**src/rtl/adc_sample_conditioner.sv**
```systemverilog
// Samples the dial and CdS readings at a fixed rate, block-averages each channel,
// and derives a hysteretic 16-step dial level and dark flag with change strobes.
`timescale 1ns/1ps
module adc_sample_conditioner #(
    parameter int unsigned SAMPLE_DIV = 50000,
    parameter int unsigned AVG_LOG2   = 3,
    parameter int unsigned DARK_ON    = 60,
    parameter int unsigned DARK_OFF   = 80,
    parameter int unsigned LEVEL_HYST = 4
) (
    input  logic       clk,
    input  logic       rst_n,
    input  logic       enable,
    input  logic [7:0] dial_value,
    input  logic [7:0] cds_value,
    output logic [7:0] dial_avg,
    output logic [7:0] cds_avg,
    output logic       avg_valid,
    output logic [3:0] dial_level,
    output logic       level_changed,
    output logic       is_dark,
    output logic       dark_changed
);

    localparam int unsigned DIV_W     = $clog2(SAMPLE_DIV);
    localparam int unsigned ACC_W     = 8 + AVG_LOG2;
    localparam int unsigned CNT_W     = AVG_LOG2 + 1;
    localparam int unsigned N_SAMPLES = 1 << AVG_LOG2;

    localparam logic [DIV_W-1:0] DIV_LAST = DIV_W'(SAMPLE_DIV - 1);
    localparam logic [CNT_W-1:0] CNT_LAST = CNT_W'(N_SAMPLES - 1);
    localparam logic signed [9:0] HYST_S  = 10'(LEVEL_HYST);
    localparam logic [7:0] DARK_ON_V      = 8'(DARK_ON);
    localparam logic [7:0] DARK_OFF_V     = 8'(DARK_OFF);

    typedef enum logic [1:0] {
        S_ACCUM    = 2'd0,
        S_AVG      = 2'd1,
        S_CLASSIFY = 2'd2
    } state_t;

    state_t             state_q, state_d;
    logic [DIV_W-1:0]   div_q, div_d;
    logic [CNT_W-1:0]   cnt_q, cnt_d;
    logic [ACC_W-1:0]   dial_sum_q, dial_sum_d;
    logic [ACC_W-1:0]   cds_sum_q, cds_sum_d;
    logic [7:0]         dial_avg_q, dial_avg_d;
    logic [7:0]         cds_avg_q, cds_avg_d;
    logic               avg_valid_q, avg_valid_d;
    logic [3:0]         level_q, level_d;
    logic               level_changed_q, level_changed_d;
    logic               is_dark_q, is_dark_d;
    logic               dark_changed_q, dark_changed_d;
    logic               tick_c;

    // Level window edges, signed 10-bit so level 0 / level 15 never wrap
    logic signed [9:0]  base_c, upper_c, lower_c, avg_s_c;
    logic               level_move_c;

    assign base_c       = $signed({2'b00, level_q, 4'b0000});
    assign upper_c      = base_c + 10'sd15 + HYST_S;
    assign lower_c      = base_c - HYST_S;
    assign avg_s_c      = $signed({2'b00, dial_avg_q});
    assign level_move_c = ((level_q != 4'd15) && (avg_s_c > upper_c)) ||
                          ((level_q != 4'd0)  && (avg_s_c < lower_c));

    always_comb begin
        state_d         = state_q;
        div_d           = div_q;
        cnt_d           = cnt_q;
        dial_sum_d      = dial_sum_q;
        cds_sum_d       = cds_sum_q;
        dial_avg_d      = dial_avg_q;
        cds_avg_d       = cds_avg_q;
        avg_valid_d     = 1'b0;
        level_d         = level_q;
        level_changed_d = 1'b0;
        is_dark_d       = is_dark_q;
        dark_changed_d  = 1'b0;
        tick_c          = 1'b0;

        if (!enable) begin
            // Disabled: discard any partial window, hold published outputs
            state_d    = S_ACCUM;
            div_d      = '0;
            cnt_d      = '0;
            dial_sum_d = '0;
            cds_sum_d  = '0;
        end else begin
            if (div_q == DIV_LAST) begin
                div_d  = '0;
                tick_c = 1'b1;
            end else begin
                div_d = div_q + DIV_W'(1);
            end

            case (state_q)
                S_ACCUM: begin
                    if (tick_c) begin
                        dial_sum_d = dial_sum_q + ACC_W'(dial_value);
                        cds_sum_d  = cds_sum_q + ACC_W'(cds_value);
                        if (cnt_q == CNT_LAST) begin
                            cnt_d   = '0;
                            state_d = S_AVG;
                        end else begin
                            cnt_d = cnt_q + CNT_W'(1);
                        end
                    end
                end
                S_AVG: begin
                    dial_avg_d  = 8'(dial_sum_q >> AVG_LOG2);
                    cds_avg_d   = 8'(cds_sum_q >> AVG_LOG2);
                    avg_valid_d = 1'b1;
                    dial_sum_d  = '0;
                    cds_sum_d   = '0;
                    cnt_d       = '0;
                    state_d     = S_CLASSIFY;
                end
                S_CLASSIFY: begin
                    if (level_move_c) begin
                        level_d         = dial_avg_q[7:4];
                        level_changed_d = 1'b1;
                    end
                    if (!is_dark_q && (cds_avg_q < DARK_ON_V)) begin
                        is_dark_d      = 1'b1;
                        dark_changed_d = 1'b1;
                    end else if (is_dark_q && (cds_avg_q > DARK_OFF_V)) begin
                        is_dark_d      = 1'b0;
                        dark_changed_d = 1'b1;
                    end
                    state_d = S_ACCUM;
                end
                default: state_d = S_ACCUM;
            endcase
        end
    end

    always_ff @(posedge clk) begin
        if (!rst_n) begin
            state_q         <= S_ACCUM;
            div_q           <= '0;
            cnt_q           <= '0;
            dial_sum_q      <= '0;
            cds_sum_q       <= '0;
            dial_avg_q      <= '0;
            cds_avg_q       <= '0;
            avg_valid_q     <= 1'b0;
            level_q         <= '0;
            level_changed_q <= 1'b0;
            is_dark_q       <= 1'b0;
            dark_changed_q  <= 1'b0;
        end else begin
            state_q         <= state_d;
            div_q           <= div_d;
            cnt_q           <= cnt_d;
            dial_sum_q      <= dial_sum_d;
            cds_sum_q       <= cds_sum_d;
            dial_avg_q      <= dial_avg_d;
            cds_avg_q       <= cds_avg_d;
            avg_valid_q     <= avg_valid_d;
            level_q         <= level_d;
            level_changed_q <= level_changed_d;
            is_dark_q       <= is_dark_d;
            dark_changed_q  <= dark_changed_d;
        end
    end

    assign dial_avg      = dial_avg_q;
    assign cds_avg       = cds_avg_q;
    assign avg_valid     = avg_valid_q;
    assign dial_level    = level_q;
    assign level_changed = level_changed_q;
    assign is_dark       = is_dark_q;
    assign dark_changed  = dark_changed_q;

endmodule

```
**config.mk**
```make
export PLATFORM = sky130hd
export DESIGN_NAME = adc_sample_conditioner
export DESIGN_NICKNAME = d
export VERILOG_FILES = /design/src/rtl/adc_sample_conditioner.sv
export SDC_FILE = /design/constraint.sdc
export NUM_CORES = 1
export LEC_CHECK = 0
export BUFFER_PORTS_ARGS = -buffer_cell sky130_fd_sc_hd__buf_2
export CAP_MARGIN = 20
export CORE_ASPECT_RATIO = 0.7
export CORE_MARGIN = 2
export CORE_UTILIZATION = 53
export CTS_CLUSTER_SIZE = 12
export DETAILED_ROUTE_END_ITERATION = 8
export PLACE_DENSITY = 0.77
export SLEW_MARGIN = 15
export SYNTH_ARGS = -nofsm -noshare
export SYNTH_HDL_FRONTEND = slang
export SYNTH_SLANG_ARGS = --single-unit
```
**constraint.sdc**
```tcl
create_clock -name clk -period 2.2 [get_ports clk]
set_clock_uncertainty 0.1 [all_clocks]
set_input_delay 0.44 -clock clk [delete_from_list [all_inputs] [get_ports clk]]
set_output_delay 0.44 -clock clk [all_outputs]
set_load 0.05 [all_outputs]
```
==> results of run 1 <==
-- critical path, cell delays in order, from the launching register on --
cell and delay [ps]:
dfxtp_4 380, inv_2 50, ha_4 270, inv_2 40, ha_4 260, o211ai_1 80
a21oi_1 170, a211oi_1 70, o32a_1 330, buf_6 140, mux2i_1 100
-- synthesized netlist by cell type, types with 11 or more instances --
library cell and n:
nand3_1 23, ha_1 27, o21ai_0 18, xor2_1 15
a21oi_1 21, xnor2_1 11, dfxtp_1 68, a21boi_0 16
clkbuf_1 13, nand2_1 68, nor2_1 40
-- per-layer routing --
| metal | vias up | track usage [%] | wire [um] |
|---|---|---|---|
| met1 | 1511 | 33.63 | 4233 |
| met3 | 10 | 6.946 | 412 |
| met4 | 0 | 5.117 | 88 |
| met2 | 76 | 33.12 | 3579 |
| li1 | 1647 | - | - |
| met5 | - | 0 | 0 |
-- kinds of logic (layout without fill, tap and decap cells) --
group / count (synthesis) / after routing / share of synthesized area [%]
fa+ha+maj: 29 / 29 / 10.30
compound gates: 95 / 95 / 17.13
simple gates: 181 / 181 / 24.39
buf+inv: 22 / 82 / 2.661
xor+xnor: 26 / 26 / 6.210
flops: 68 / 68 / 37.12
mux: 8 / 8 / 2.184
-- worst min-delay path by stage --
| stage | startpoint | end | slack (ps) | cells after the start |
|---|---|---|---|---|
| 2_1_floorplan | div_q[0] | div_q[0] | 330 | 1 |
| 3_3_place_gp | div_q[0] | div_q[0] | 340 | 1 |
| 3_5_place_dp | div_q[0] | div_q[0] | 350 | 1 |
| 5_1_grt | enable | state_q[1] | 310 | 2 |
| 6_report | enable | state_q[1] | 320 | 2 |
| 4_1_cts | enable | state_q[1] | 300 | 2 |
-- through the flow --
| step | utilization, % | total power [mW] |
|---|---|---|
| finish | 65.43 | 2.650 |
| global route | 65.43 | 2.752 |
| CTS | 64.35 | 2.665 |
| detailed placement | 60.37 | 1.356 |
| global placement | 60.37 | 1.354 |
| floorplan | - | 1.319 |
-- what timing repair did --
item	CTS	global route
buffers inserted	1	1
setup endpoints to repair	4	9
endpoints found under the hold margin	0	0
hold buffers	0	0
cloned	0	0
pin swaps	2	11
gates resized for setup	0	17
-- state kept, by name (all words and copies together), names as in the netlist --
| name | count |
|---|---|
| div_q | 16 |
| cds_sum_q | 11 |
| dial_sum_q | 11 |
| cds_avg | 8 |
| dial_avg | 8 |
| cnt_q | 4 |
| dial_level | 4 |
| state_q | 2 |
| avg_valid | 1 |
| dark_changed | 1 |
| is_dark | 1 |
| level_changed | 1 |
-- cell type report --
class	count	area [um^2]
flip-flops and latches	68	1374
fillers	572	2325
multi-input cells	339	2277
repair buffers	59	345.3
well taps	94	117.6
clock buffers	11	152.6
clock inverters	5	107.6
inverters	7	26.28
-- report_power, final --
group | leakage (nW) | internal [mW] | total (mW) | switching, mW
Clock | 0.129 | 0.826 | 1.32 | 0.495
Sequential | 0.551 | 1.23 | 1.23 | 0.00161
Combinational | 1.11 | 0.0407 | 0.0988 | 0.0581
==> impl_metrics.toml, run 1 <==
[finish]
mostFrequentLayoutCell = "nand2_1"
drive_above_1_share_pct = 20.86
finalInstanceArea_um2 = 4400
layout.cells.non_filler = 583
nNetsFinal = 532
antenna_cells = 0
area.growth.synth_to_final_pct = 19.99
most-common-layout-cells = "nand2_1, dfxtp_1, buf_2"

[timing]
grt_setup_unrepaired = "true"
setup_ws_ps = 94.95
holdWs_ps = 322.0
slew_headroom_pct = 66.24
setup_violations = 0
worstMarginPinSlew_ps = 493.6
finalHoldViolCount = 0
layout_min_cycle_time_ps = 2105
fin_tns_setup_ps = 0
period_share_pct = 95.68
slew_viol_final = 0
max_freq_mhz = 475.0

[synth]
syn-cell-area_um2 = 3667
syn-num-nets = 477
synthDistinctLibCells = 49
synth_warnings = 0
ys_top_cells_by_area = "dfxtp_1, ha_1, nand2_1"
synth_largest_area_cell = "dfxtp_1"
ys_async_sr_fraction_pct = 0
synth_top_flop_cell = "dfxtp_1"
synth_top_area_share_pct = 37.12
synth_area_per_cell_um2 = 8.548
yosysSeqAreaShare_pct = 37.12
synth_edf_count = 0
syn-instance-count = 429
ys_ff_latch = 68

[setup_path]
critical_path_arrival_ps = 2240
start_kind = "register"
r2r_setup_slack_ps = 90
setup.worst_path.start = "dial_level[1]"
cp-endpoint = "dial_level[0]"
r2r-start = "dial_level[1]"
reg2reg_to = "dial_level[0]"
rr_worst_depth = 10
endpoint_kind = "register"
required_ps = 2340
crit_fanout = 6
path_class = "reg -> reg"

[global_route]
grtUsageTotal_pct = 22.94
grt_pass1_vias = 2839
grt_overflow = 0
grt_max_degree = 30
antenna_found_initial = 0
grt_pass1_wl_um = 13520

[cts]
cts_root_buf = "clkbuf_8"
cts_sinks = 68
insertion_delay_ps = 350
cts_buffer_depth = 2
clkTransAtPathRegs_ps = 80
htreeDepth = 3
tritoncts = "done"
cts-buffers-inserted = 9

[die]
die_y_um = 73.60
start_util_pct = 54.53
core_um2 = 6725
die_x_um = 103.4
rows = 25
die_area_um2 = 7611
io_pins = 43

[placement]
io_buffers = 42
hpwl_um = 6054
place_ws_ps = -175.8
gp_congestion = 0.8371
dp.cells = 565
placed_cell_area_um2 = 4060

[power]
ir_worst_vdd_uv = 447.1
p_leak_nw = 1.787
powerDensity_nw_per_um2 = 602.1

[detailed_routing]
dr.pass1.iters = 4
viasPerCell = 5.564
ant_nets = 0
routed_wl_um = 8314
via_count = 3244
drc = 0
drt_iter0_markers = 145
wl_per_cell_um = 14.26

[worst_hold_path]
hold_path_class = "in -> reg"

[outcome]
status = "finished, final reports clean"

[job]
cap_violations = 0
(Power assumes the default switching activity.)
==> inputs of run 2 (changes only) <==
--- a/config.mk
+++ b/config.mk
@@ -12,6 +12,7 @@
 export CORE_UTILIZATION = 53
 export CTS_CLUSTER_SIZE = 12
 export DETAILED_ROUTE_END_ITERATION = 8
+export MAX_ROUTING_LAYER = met4
 export PLACE_DENSITY = 0.77
 export SLEW_MARGIN = 15
 export SYNTH_ARGS = -nofsm -noshare
==> run 2 against run 1 <==
  * Core utilization stayed put
  * Critical endpoint unchanged
  * Global-route usage increased by 0.66 points
  * Non-clock buffer count unchanged
  * Largest power group unchanged
  * Wire length shrank 0.22%
  * Highest routed layer unchanged
  * Critical path type unchanged
  * Setup slack gained 1.7 ps
  * Sequential cell count unchanged
  * Via count fell by 1.0%
  * Hold slack worse by 0.55 ps
  * Count of clock-buffer cells in the layout unchanged
  * Sequential power barely moved
==> impl_metrics.toml, run 2 (same netlist as run 1, synthesis figures left out) <==
[setup_path]
crit_fanout = 6
cp_slowest_stage_delay_ps = 380
setup.worst_path.start = "dial_level[1]"
reg2reg_to = "dial_level[0]"
path_cells = "inv_2 -> ha_4 -> inv_2 -> ha_4 -> o211ai_1 -> a21oi_1 -> a211oi_1 -> o32a_1 -> buf_6 -> mux2i_1"
r2r_setup_slack_ps = 100
endpoint_kind = "register"
start_kind = "register"
crit_buf_inv = 3
path_class = "reg -> reg"
critical_path_arrival_ps = 2240
r2r-start = "dial_level[1]"
cp-endpoint = "dial_level[0]"
critPathTopFamily = "compound AO/OA/AOI/OAI gates"
crit_cells = 10
required_ps = 2340
rr_worst_depth = 10
crit_slowest_cell = "dfxtp_4"

[power]
internal_power_mw = 2.095
powerDensity_nw_per_um2 = 601.8
fin_total_pwr_mw = 2.648
p_leak_nw = 1.787
p_clk_share_pct = 49.9
p_sw_mw = 0.5533
p_sw_share_pct = 20.90
seq_power_share_pct = 46.4
ir_worst_vdd_uv = 447.0
comb_power_share_pct = 3.7

[placement]
placed_cell_area_um2 = 4060
place_ws_ps = -175.8
hpwl_um = 6054
gp_congestion = 0.8501
io_buffers = 42
dp.cells = 565

[die]
die_y_um = 73.60
die_x_um = 103.4
rows = 25
core_um2 = 6725
die_area_um2 = 7611
start_util_pct = 54.53
io_pins = 43

[global_route]
grtUsageTotal_pct = 23.60
grt_overflow = 0
grt_pass1_vias = 2841
grt_pass1_wl_um = 13480
antenna_found_initial = 0
grt_max_degree = 30

[finish]
utilization_pct = 65.43
layout.cells.non_filler = 583
largest-register = "div_q"
finalInstanceArea_um2 = 4400
largest_reg_flops = 16
reg_top3 = "div_q x16, cds_sum_q x11, dial_sum_q x11"
most-common-layout-cells = "nand2_1, dfxtp_1, buf_2"
area.growth.synth_to_final_pct = 19.99
antenna_cells = 0
mostFrequentLayoutCell = "nand2_1"
drive_above_1_share_pct = 20.86
nNetsFinal = 532

[timing]
holdWs_ps = 321.4
max_freq_mhz = 475.4
setup_ws_ps = 96.66
slew_viol_final = 0
period_share_pct = 95.61
finalHoldViolCount = 0
layout_min_cycle_time_ps = 2103
fin_tns_setup_ps = 0
slew_headroom_pct = 64.93
worstMarginPinSlew_ps = 526.1
grt_setup_unrepaired = "true"
setup_violations = 0

[cts]
cts_root_buf = "clkbuf_8"
htreeDepth = 3
cts-buffers-inserted = 9
tritoncts = "done"
clkTransAtPathRegs_ps = 80
cts_sinks = 68
postCtsHoldBufs = 0
insertion_delay_ps = 350
cts_buffer_depth = 2

[detailed_routing]
via_count = 3211
drt_iter0_markers = 180
drc = 0
wl_per_cell_um = 14.23
dr.pass1.iters = 4
routed_wl_um = 8296
ant_nets = 0
viasPerCell = 5.508

[worst_hold_path]
hold_path_class = "in -> reg"

[job]
cap_violations = 0

[outcome]
status = "finished, final reports clean"
==> run 2: what timing repair did <==
item	CTS	global route
pin swaps	2	11
gates resized for setup	0	17
setup buffers	1	1
setup endpoints to repair	4	9
==> run 2: worst reg2reg max path, stage by stage (launching register included) <==
cell,delay (ps)
dfxtp_4,380
inv_2,50
ha_4,270
inv_2,40
ha_4,260
o211ai_1,80
a21oi_1,170
a211oi_1,70
o32a_1,330
buf_6,140
mux2i_1,100
==> run 2: how the worst min path moves through the flow <==
stage / depth (start not counted) / to / startpoint / slack (ps)
after floorplan: 1 / div_q[0] / div_q[0] / 330
after global placement: 1 / div_q[0] / div_q[0] / 340
after detailed placement: 1 / div_q[0] / div_q[0] / 350
after CTS: 2 / state_q[1] / enable / 300
after global routing: 2 / state_q[1] / enable / 310
final: 2 / state_q[1] / enable / 320
==> run 2: metal layers <==
layer	vias up	track usage [%]	wire length (um)
li1	1649	-	-
met1	1484	33.69	4257
met2	72	33.12	3553
met3	6	6.755	407
met4	0	5.117	78
met5	-	-	0
==> run 2: power groups by stage <==
stage	clock, mW	combinational (mW)	sequential, mW
after floorplan	0	0.0606	1.26
after global placement	0	0.0961	1.26
after detailed placement	0	0.0973	1.26
after CTS	1.34	0.0982	1.23
after global routing	1.41	0.111	1.23
final	1.32	0.0986	1.23
==> run 2: cell type report <==
class                   count  area [um^2]
clock buffers              11        152.6
clock inverters             5        107.6
fillers                   572         2325
inverters                   7        26.28
multi-input cells         339         2277
flip-flops and latches     68         1374
well taps                  94        117.6
repair buffers             59        345.3
==> inputs of run 3 (changes only) <==
--- a/config.mk
+++ b/config.mk
@@ -9,11 +9,11 @@
 export CAP_MARGIN = 20
 export CORE_ASPECT_RATIO = 0.7
 export CORE_MARGIN = 2
-export CORE_UTILIZATION = 53
+export CORE_UTILIZATION = 40
 export CTS_CLUSTER_SIZE = 12
 export DETAILED_ROUTE_END_ITERATION = 8
 export MAX_ROUTING_LAYER = met4
-export PLACE_DENSITY = 0.77
+export PLACE_DENSITY = 0.62
 export SLEW_MARGIN = 15
 export SYNTH_ARGS = -nofsm -noshare
 export SYNTH_HDL_FRONTEND = slang
==> run 3 against run 2 <==
  * Power increased by 8.0%
  * Count of clock-buffer cells in the layout unchanged
  * Clock power increased by 15%
  * Register-to-register slack about the same
  * Cell area increased by 3.9%
  * Critical path depth decreased by 3
  * Global-route usage decreased by 4.8 points
  * Cell count increased by 6.9%
  * Critical path type unchanged
  * Largest power group unchanged
  * Highest routed layer unchanged
==> impl_metrics.toml, run 3 (same netlist as run 1, synthesis figures left out) <==
[detailed_routing]
drc = 0
via_count = 3236
drt_iter0_markers = 198
ant_nets = 0
viasPerCell = 5.194
wl_per_cell_um = 14.00
dr.pass1.iters = 4
routed_wl_um = 8723

[setup_path]
required_ps = 2380
rr_worst_depth = 7
r2r-start = "cds_sum_q[0]"
reg2reg_to = "cds_sum_q[8]"
critical_path_arrival_ps = 2300
start_kind = "register"
r2r_setup_slack_ps = 80
endpoint_kind = "register"
crit_fanout = 3
path_class = "reg -> reg"

[finish]
reg_top3 = "div_q x16, cds_sum_q x11, dial_sum_q x11"
mostFrequentLayoutCell = "nand2_1"
largest_reg_flops = 16
area.growth.synth_to_final_pct = 24.67
largest-register = "div_q"
drive_above_1_share_pct = 22.04
utilization_pct = 50.81
most-common-layout-cells = "nand2_1, dfxtp_1, buf_2"
antenna_cells = 0
nNetsFinal = 542
fillers = 888
finalInstanceArea_um2 = 4572

[global_route]
grtUsageTotal_pct = 18.80
antenna_found_initial = 0
grt_pass1_vias = 3014
grt_overflow = 0
grt_pass1_wl_um = 14550
grt_max_degree = 27

[outcome]
status = "finished, final reports clean"

[timing]
layout_min_cycle_time_ps = 2115
setup_ws_ps = 84.94
finalHoldViolCount = 0
period_share_pct = 96.14
setup_violations = 0
slew_viol_final = 0
max_freq_mhz = 472.8
slew_headroom_pct = 64.54
worstMarginPinSlew_ps = 530.6
holdWs_ps = 306.5

[die]
die_y_um = 84.11
rows = 29
io_pins = 43
core_um2 = 8999
die_area_um2 = 9962
die_x_um = 118.4
start_util_pct = 40.75

[cts]
cts_sinks = 68
tritoncts = "done"
cts_root_buf = "clkbuf_16"
clkTransAtPathRegs_ps = 50
cts_setup_buffers = 0
htreeDepth = 3
insertion_delay_ps = 340
cts-buffers-inserted = 9
cts_buffer_depth = 2

[placement]
gp_congestion = 0.8760
io_buffers = 42
placed_cell_area_um2 = 4188
place_ws_ps = -166.0
hpwl_um = 6534

[worst_hold_path]
hold_path_class = "in -> reg"
whs_endpoint = "cds_avg[5]"
min_from = "rst_n"
min_delay_path_depth = 2

[power]
ir_worst_vdd_uv = 329.1
powerDensity_nw_per_um2 = 625.6
fin_total_pwr_mw = 2.860
p_leak_nw = 1.871

[job]
cap_violations = 0
## run 3: changes by cell type in the layout (fill, tap and decap cells not counted), moves of 2 or more
| cell | previous run | this run |
|---|---|---|
| buf_4 | 15 | 27 |
| buf_6 | 2 | 0 |
| bufinv_16 | 3 | 1 |
| clkbuf_16 | 1 | 10 |
| clkbuf_8 | 9 | 1 |
| clkinv_2 | 0 | 2 |
| ha_1 | 23 | 25 |
| ha_2 | 2 | 0 |
| inv_1 | 4 | 6 |
| inv_2 | 3 | 1 |
## run 3: how the worst max path moves through the flow
stage / start / end / slack [ps] / cells after the start
5_1_grt: dial_level[0] / dial_level[2] / -10 / 8
3_5_place_dp: cds_value[0] / cds_sum_q[9] / -170 / 9
2_1_floorplan: dial_level[0] / dial_level[0] / 30 / 10
4_1_cts: dial_level[1] / dial_level[0] / 20 / 9
6_report: cds_sum_q[0] / cds_sum_q[8] / 80 / 7
3_3_place_gp: dial_value[0] / dial_sum_q[10] / -130 / 8
## run 3: area by class of cell
type                       instances  area [um^2]  area share (%)
multi-input combinational        339         2283           49.95
clock inverter                     5        57.56           1.259
tap                              124        155.1           3.394
sequential                        68         1373           30.02
clock buffer                      11        264.0           5.774
timing repair buffer              69        412.9           9.031
inverter                           7        26.28          0.5747
## run 3: worst max-delay path, cell delays in order, from the launching register on
cell	delay (ps)
dfxtp_1	310
ha_1	210
fa_2	350
a21oi_2	160
o211ai_1	140
or4_4	450
a21oi_1	210
a31o_2	130
## run 3: what timing repair did
item,CTS,global route
endpoints found under the setup margin,4,10
pin swaps,1,3
hold buffers,0,0
resized for setup,1,13
## run 3: stage by stage
stage	std cells	setup TNS, ps
finish	623	0
global route	623	-13.99
global placement	607	-623.2
floorplan	429	0
CTS	623	0
detailed placement	607	-932.0
## run 3: layer usage
layer	up-vias	wire (um)	track usage, %
met3	9	432	5.328
met5	-	0	-
met4	0	76	4.762
met2	70	3436	24.96
met1	1477	4777	27.60
li1	1680	-	-
## run 3: power breakdown
| group | total [mW] | internal [mW] | switching (mW) |
|---|---|---|---|
| logic | 0.106 | 0.0453 | 0.0611 |
| clock network | 1.52 | 0.976 | 0.547 |
| registers | 1.23 | 1.23 | 0.00153 |
